==> config.mk <==
export PLATFORM = sky130hd
export DESIGN_NAME = shift_reg_tx
export DESIGN_NICKNAME = d
export VERILOG_FILES = /design/src/rtl/sr_pkg.sv /design/src/rtl/clk_div_tick.sv /design/src/rtl/shift_reg_tx.sv
export SDC_FILE = /design/constraint.sdc
export NUM_CORES = 1
export LEC_CHECK = 0
export ABC_AREA = 0
export BUFFER_PORTS_ARGS = -buffer_cell sky130_fd_sc_hd__buf_2
export CAP_MARGIN = 20
export CORE_MARGIN = 3
export CORE_UTILIZATION = 35
export DETAILED_ROUTE_END_ITERATION = 8
export PLACE_DENSITY = 0.59
export SETUP_SLACK_MARGIN = 0.1
export SKIP_LAST_GASP = 1
export SYNTH_ARGS = -nofsm -noshare
export SYNTH_HDL_FRONTEND = slang
export SYNTH_HIERARCHICAL = 1
export SYNTH_SLANG_ARGS = --single-unit
==> constraint.sdc <==
create_clock -name clk -period 1.9 [get_ports clk]
set_input_delay 0 -clock clk [delete_from_list [all_inputs] [get_ports clk]]
set_output_delay 0 -clock clk [all_outputs]
set_load 0.1 [all_outputs]
==> src/rtl/sr_pkg.sv <==
// Shared constants for the 74HC595-style serial writer: FSM encoding and default sizing.
package sr_pkg;
  localparam int DATA_W_DEF  = 16;
  localparam int CLK_DIV_DEF = 4;

  localparam logic [1:0] IDLE     = 2'd0;
  localparam logic [1:0] SHIFT_LO = 2'd1;
  localparam logic [1:0] SHIFT_HI = 2'd2;
  localparam logic [1:0] LATCH    = 2'd3;
endpackage

==> src/rtl/clk_div_tick.sv <==
// Phase timer: counts CLK_DIV cycles while enabled and emits a one-cycle tick on the last one.
module clk_div_tick
  import sr_pkg::*;
#(
  parameter int CLK_DIV = CLK_DIV_DEF
) (
  input  logic clk,
  input  logic reset_n,
  input  logic en,
  output logic tick
);
  localparam int              CW   = $clog2(CLK_DIV + 1);
  localparam logic [CW-1:0]   LAST = CW'(CLK_DIV - 1);

  logic [CW-1:0] cnt;

  assign tick = en && (cnt == LAST);

  // The FSM only changes state on tick, so wrapping here restarts every phase at 0.
  always_ff @(posedge clk or negedge reset_n) begin
    if (!reset_n)          cnt <= '0;
    else if (!en || tick)  cnt <= '0;
    else                   cnt <= cnt + 1'b1;
  end
endmodule

==> src/rtl/shift_reg_tx.sv <==
// Serial writer for a 74HC595 chain: shifts a captured word out on sr_data/sr_clk, then pulses sr_latch.
// Build option SR_LSB_FIRST_EN: send data[0] first instead of data[DATA_W-1].
module shift_reg_tx
  import sr_pkg::*;
#(
  parameter int DATA_W  = DATA_W_DEF,
  parameter int CLK_DIV = CLK_DIV_DEF
) (
  input  logic              clk,
  input  logic              reset_n,
  input  logic              start,
  input  logic [DATA_W-1:0] data,
  output logic              busy,
  output logic              done,
  output logic              sr_data,
  output logic              sr_clk,
  output logic              sr_latch
);
  localparam int BW = $clog2(DATA_W + 1);

  logic [1:0]        state, state_nxt;
  logic [DATA_W-1:0] shreg;
  logic [BW-1:0]     bitcnt;
  logic              tick;
  logic              cur_bit;

  clk_div_tick #(.CLK_DIV(CLK_DIV)) u_div (
    .clk     (clk),
    .reset_n (reset_n),
    .en      (state != IDLE),
    .tick    (tick)
  );

`ifdef SR_LSB_FIRST_EN
  assign cur_bit = shreg[0];
`else
  assign cur_bit = shreg[DATA_W-1];
`endif

  always_comb begin
    state_nxt = state;
    case (state)
      IDLE:     if (start) state_nxt = SHIFT_LO;
      SHIFT_LO: if (tick)  state_nxt = SHIFT_HI;
      SHIFT_HI: if (tick)  state_nxt = (bitcnt == BW'(1)) ? LATCH : SHIFT_LO;
      LATCH:    if (tick)  state_nxt = IDLE;
      default:             state_nxt = IDLE;
    endcase
  end

  always_ff @(posedge clk or negedge reset_n) begin
    if (!reset_n) begin
      state  <= IDLE;
      shreg  <= '0;
      bitcnt <= '0;
    end else begin
      state <= state_nxt;
      if (state == IDLE && start) begin
        shreg  <= data;
        bitcnt <= BW'(DATA_W);
      end else if (state == SHIFT_HI && tick) begin
`ifdef SR_LSB_FIRST_EN
        shreg  <= shreg >> 1;
`else
        shreg  <= shreg << 1;
`endif
        bitcnt <= bitcnt - 1'b1;
      end
    end
  end

  // Pins are registered decodes of the current state, so they trail the FSM by one cycle;
  // done fires on the cycle busy drops, i.e. the first registered IDLE after a transfer.
  always_ff @(posedge clk or negedge reset_n) begin
    if (!reset_n) begin
      busy     <= 1'b0;
      done     <= 1'b0;
      sr_data  <= 1'b0;
      sr_clk   <= 1'b0;
      sr_latch <= 1'b0;
    end else begin
      busy     <= (state != IDLE);
      done     <= (state == IDLE) && busy;
      sr_clk   <= (state == SHIFT_HI);
      sr_latch <= (state == LATCH);
      if (state == SHIFT_LO) sr_data <= cur_bit;
    end
  end
endmodule

==> results.md <==
* Hold WC Path Type: in -> reg
* Yosys top cell area share at 54.8%
* Max Clock Freq at 558 MHz
* CP bufs+invs at 0
* Worst Path Required at 2.06 ns
* Worst Setup Path Type: reg -> reg
* Register area share after synthesis at 54.8%
* CTS tree: done
* ANT nets after route at 0
* Synth area leaders: dfrtp_1, a22o_1, a21o_1
* Period utilisation layout at 94.3%
* Die H at 69.6 µm
* CTS root buf: clkbuf_8
* Yosys cell types at 30
* I/O pin cnt at 24
* Cts bufs inserted at 5
* Worst-skew pair later-pin latency at 0.28 ns
* Total die area at 4850 µm²
* Max incr delay on CP at 0.41 ns
* TNS Setup at 0 ns
* Filler cell count at 350
* CP endpoint kind: register
* CP max FO at 4
* Endpoints failing hold at 0
* Max Cap Viol at 0
* CTS Buffer Depth at 2
* Global route overflow at 0
* # port buffers at 23
* First-pass GRT wire length at 4550 µm
* Total wire length at 2630 µm
* Fin nets at 167
* WL/cell at 13.6 µm
* Drt first pass iters at 4
* CP Launch Type: register
* H-tree Lvls at 2
* Vias per cell at 4.92
* Starting Density at 37.6%
* Slew @ Worst Pin at 0.679 ns
* Tot GR Track Use at 11.9%
* # diodes at 0
* Commonest cells post-synth: dfrtp_1, a22o_1, a21o_1, buf_6, inv_1
* Initial drt markers at 38
* Sink Count at 31
* Slew Viols, Final at 0
* Syn Area/Cell at 12.9 µm²
* Clk slew on worst S/H paths at 0.06 ns
* Yosys warns at 6
* Cell family contributing the most delay on the critical path: multiplexers
* Leakage at 0.927 nW
* RSZ-0062 raised after global routing: true
* Synthesis-stage register bit count at 31
* Max transition margin at 54.7%
* Reg area at 776 µm²
* Main synth FF type: dfrtp_1
* Final setup fails at 0
* Syn Nets at 133
* Crit path arrival time at 1.95 ns
* Vias in the first global route at 1011
* Top cell type by total area after synthesis: dfrtp_1
* Layout cells sized above 1 at 33.8%
* Syn Inst Count at 110
* Top-count cell post-synth: dfrtp_1
* Initial antenna violation count at 0
* Placeable Area at 3770 µm²
* Hpwl dp at 1860 µm
* Area of the multi-input gates at 583 µm²
* Synthesized cell area at 1420 µm²
* Post-synth EDFFs at 0
* Power Dens Cells at 1590 nW/µm²
* Crit-path slowest cell: dfrtp_1
* Std-Cell Rows at 22
* Final instance area at 1770 µm²
* Pin count of the biggest net entering global routing at 32
* Die X at 69.6 µm
* Status: finished, final reports clean
* Post-route DRC violation count at 0
* Crit-path cells: ha_4 -> ha_4 -> and2_4 -> and3b_2 -> mux2_4 -> mux2_4
* Via count at 950
* Maximum VDD drop at 0.631 mV
* Minimum clock period at 1.79 ns
* DP Area at 1610 µm²
* Final Wtd Congestion at 0.724
* Async S/R FF share, synth at 100%
* Skew final at 0.00301 ns
* Layout area overhead at 25.1%
==> sequential cells by signal (all words and copies together) (netlist names) <==
signal	cells
sr_clk	1
sr_data	1
bitcnt	5
sr_latch	1
shreg	16
u_div/cnt	3
busy	1
state	2
done	1
==> metal layers <==
layer  global-route usage (%)  wire length (µm)  up-vias
li1                         -                 -      462
met1                     13.3              1140      471
met2                     19.8              1350       13
met3                     4.93               101        4
met4                     5.11                38        0
met5                        0                 0        -
==> stage by stage <==
step | util, % | total power [mW] | hold WS [ns] | std cells | setup slack, ns
after global routing | 47.0 | 3.00 | 0.0154 | 193 | 0.0782
after CTS | 47.0 | 2.85 | 0.00754 | 193 | 0.105
final | 47.0 | 2.82 | 0.0137 | 193 | 0.109
after floorplan | - | 1.98 | -0.296 | 110 | 0.0358
after global placement | 42.6 | 2.17 | 0.0677 | 181 | 0.0980
after detailed placement | 42.6 | 2.24 | 0.0840 | 181 | 0.0224
==> layout by cell type, fill, tap and decap left out, drive strengths merged <==
cell type	count
inv	5
nor3b	3
or2	1
mux2	4
nor4	1
and2	2
nor2	4
clkbuf	8
nand2	2
a22o	16
and3b	2
dlygate4sd3	3
nand4b	1
ha	4
mux2i	2
nand2b	2
buf	31
nor3	1
a21o	14
a31oi	1
a211oi	1
nor2b	2
xor2	1
a21oi	2
or3	1
dfrtp	31
==> cells by family (layout without fill, tap and decap cells) <==
group / count (synthesis) / after routing / share of synthesized area (%)
fa+ha+maj: 4 / 4 / 3.53
flops: 31 / 31 / 54.8
simple gates: 22 / 22 / 10.8
buf+inv: 12 / 47 / 6.18
compound gates: 34 / 34 / 19.0
xor+xnor: 1 / 1 / 0.618
mux: 6 / 6 / 5.12
==> worst paths after layout <==
check / startpoint / end / slack (ns) / cells past startpoint
max: u_div/cnt[0] / shreg[7] / 0.11 / 6
min: data[1] / shreg[1] / 0.01 / 3
max reg2reg: u_div/cnt[0] / shreg[7] / 0.11 / 6
min reg2reg: shreg[1] / shreg[1] / 0.48 / 1
max in group asynchronous: reset_n / shreg[12] / 1.16 / 2
min in group asynchronous: reset_n / state[1] / 0.30 / 2
==> worst min-delay path, cell delays in order <==
cell	delay [ns]
buf_2	0.08
a22o_1	0.11
a21o_1	0.07
==> final cells by class <==
type	instances	area share, %
Sequential cell	31	43.8
Multi-Input combinational cell	67	32.9
Timing Repair Buffer	34	13.2
Clock buffer	8	5.65
Tap cell	48	3.39
Inverter	5	1.06
==> repair_timing <==
item	in CTS	in global routing
setup buffers	1	0
pin swaps	3	0
hold endpoints to repair	33	0
gates resized for setup	5	0
hold buffers	3	0
endpoints found under the setup margin	15	6
==> power by group <==
part | total, mW | switching (mW) | internal (mW)
clock | 0.553 | 0.223 | 0.330
sequential | 1.12 | 0.173 | 0.950
combinational | 1.14 | 0.651 | 0.491
total | 2.82 | 1.05 | 1.77
No activity file was read; power rests on OpenSTA's default activity.
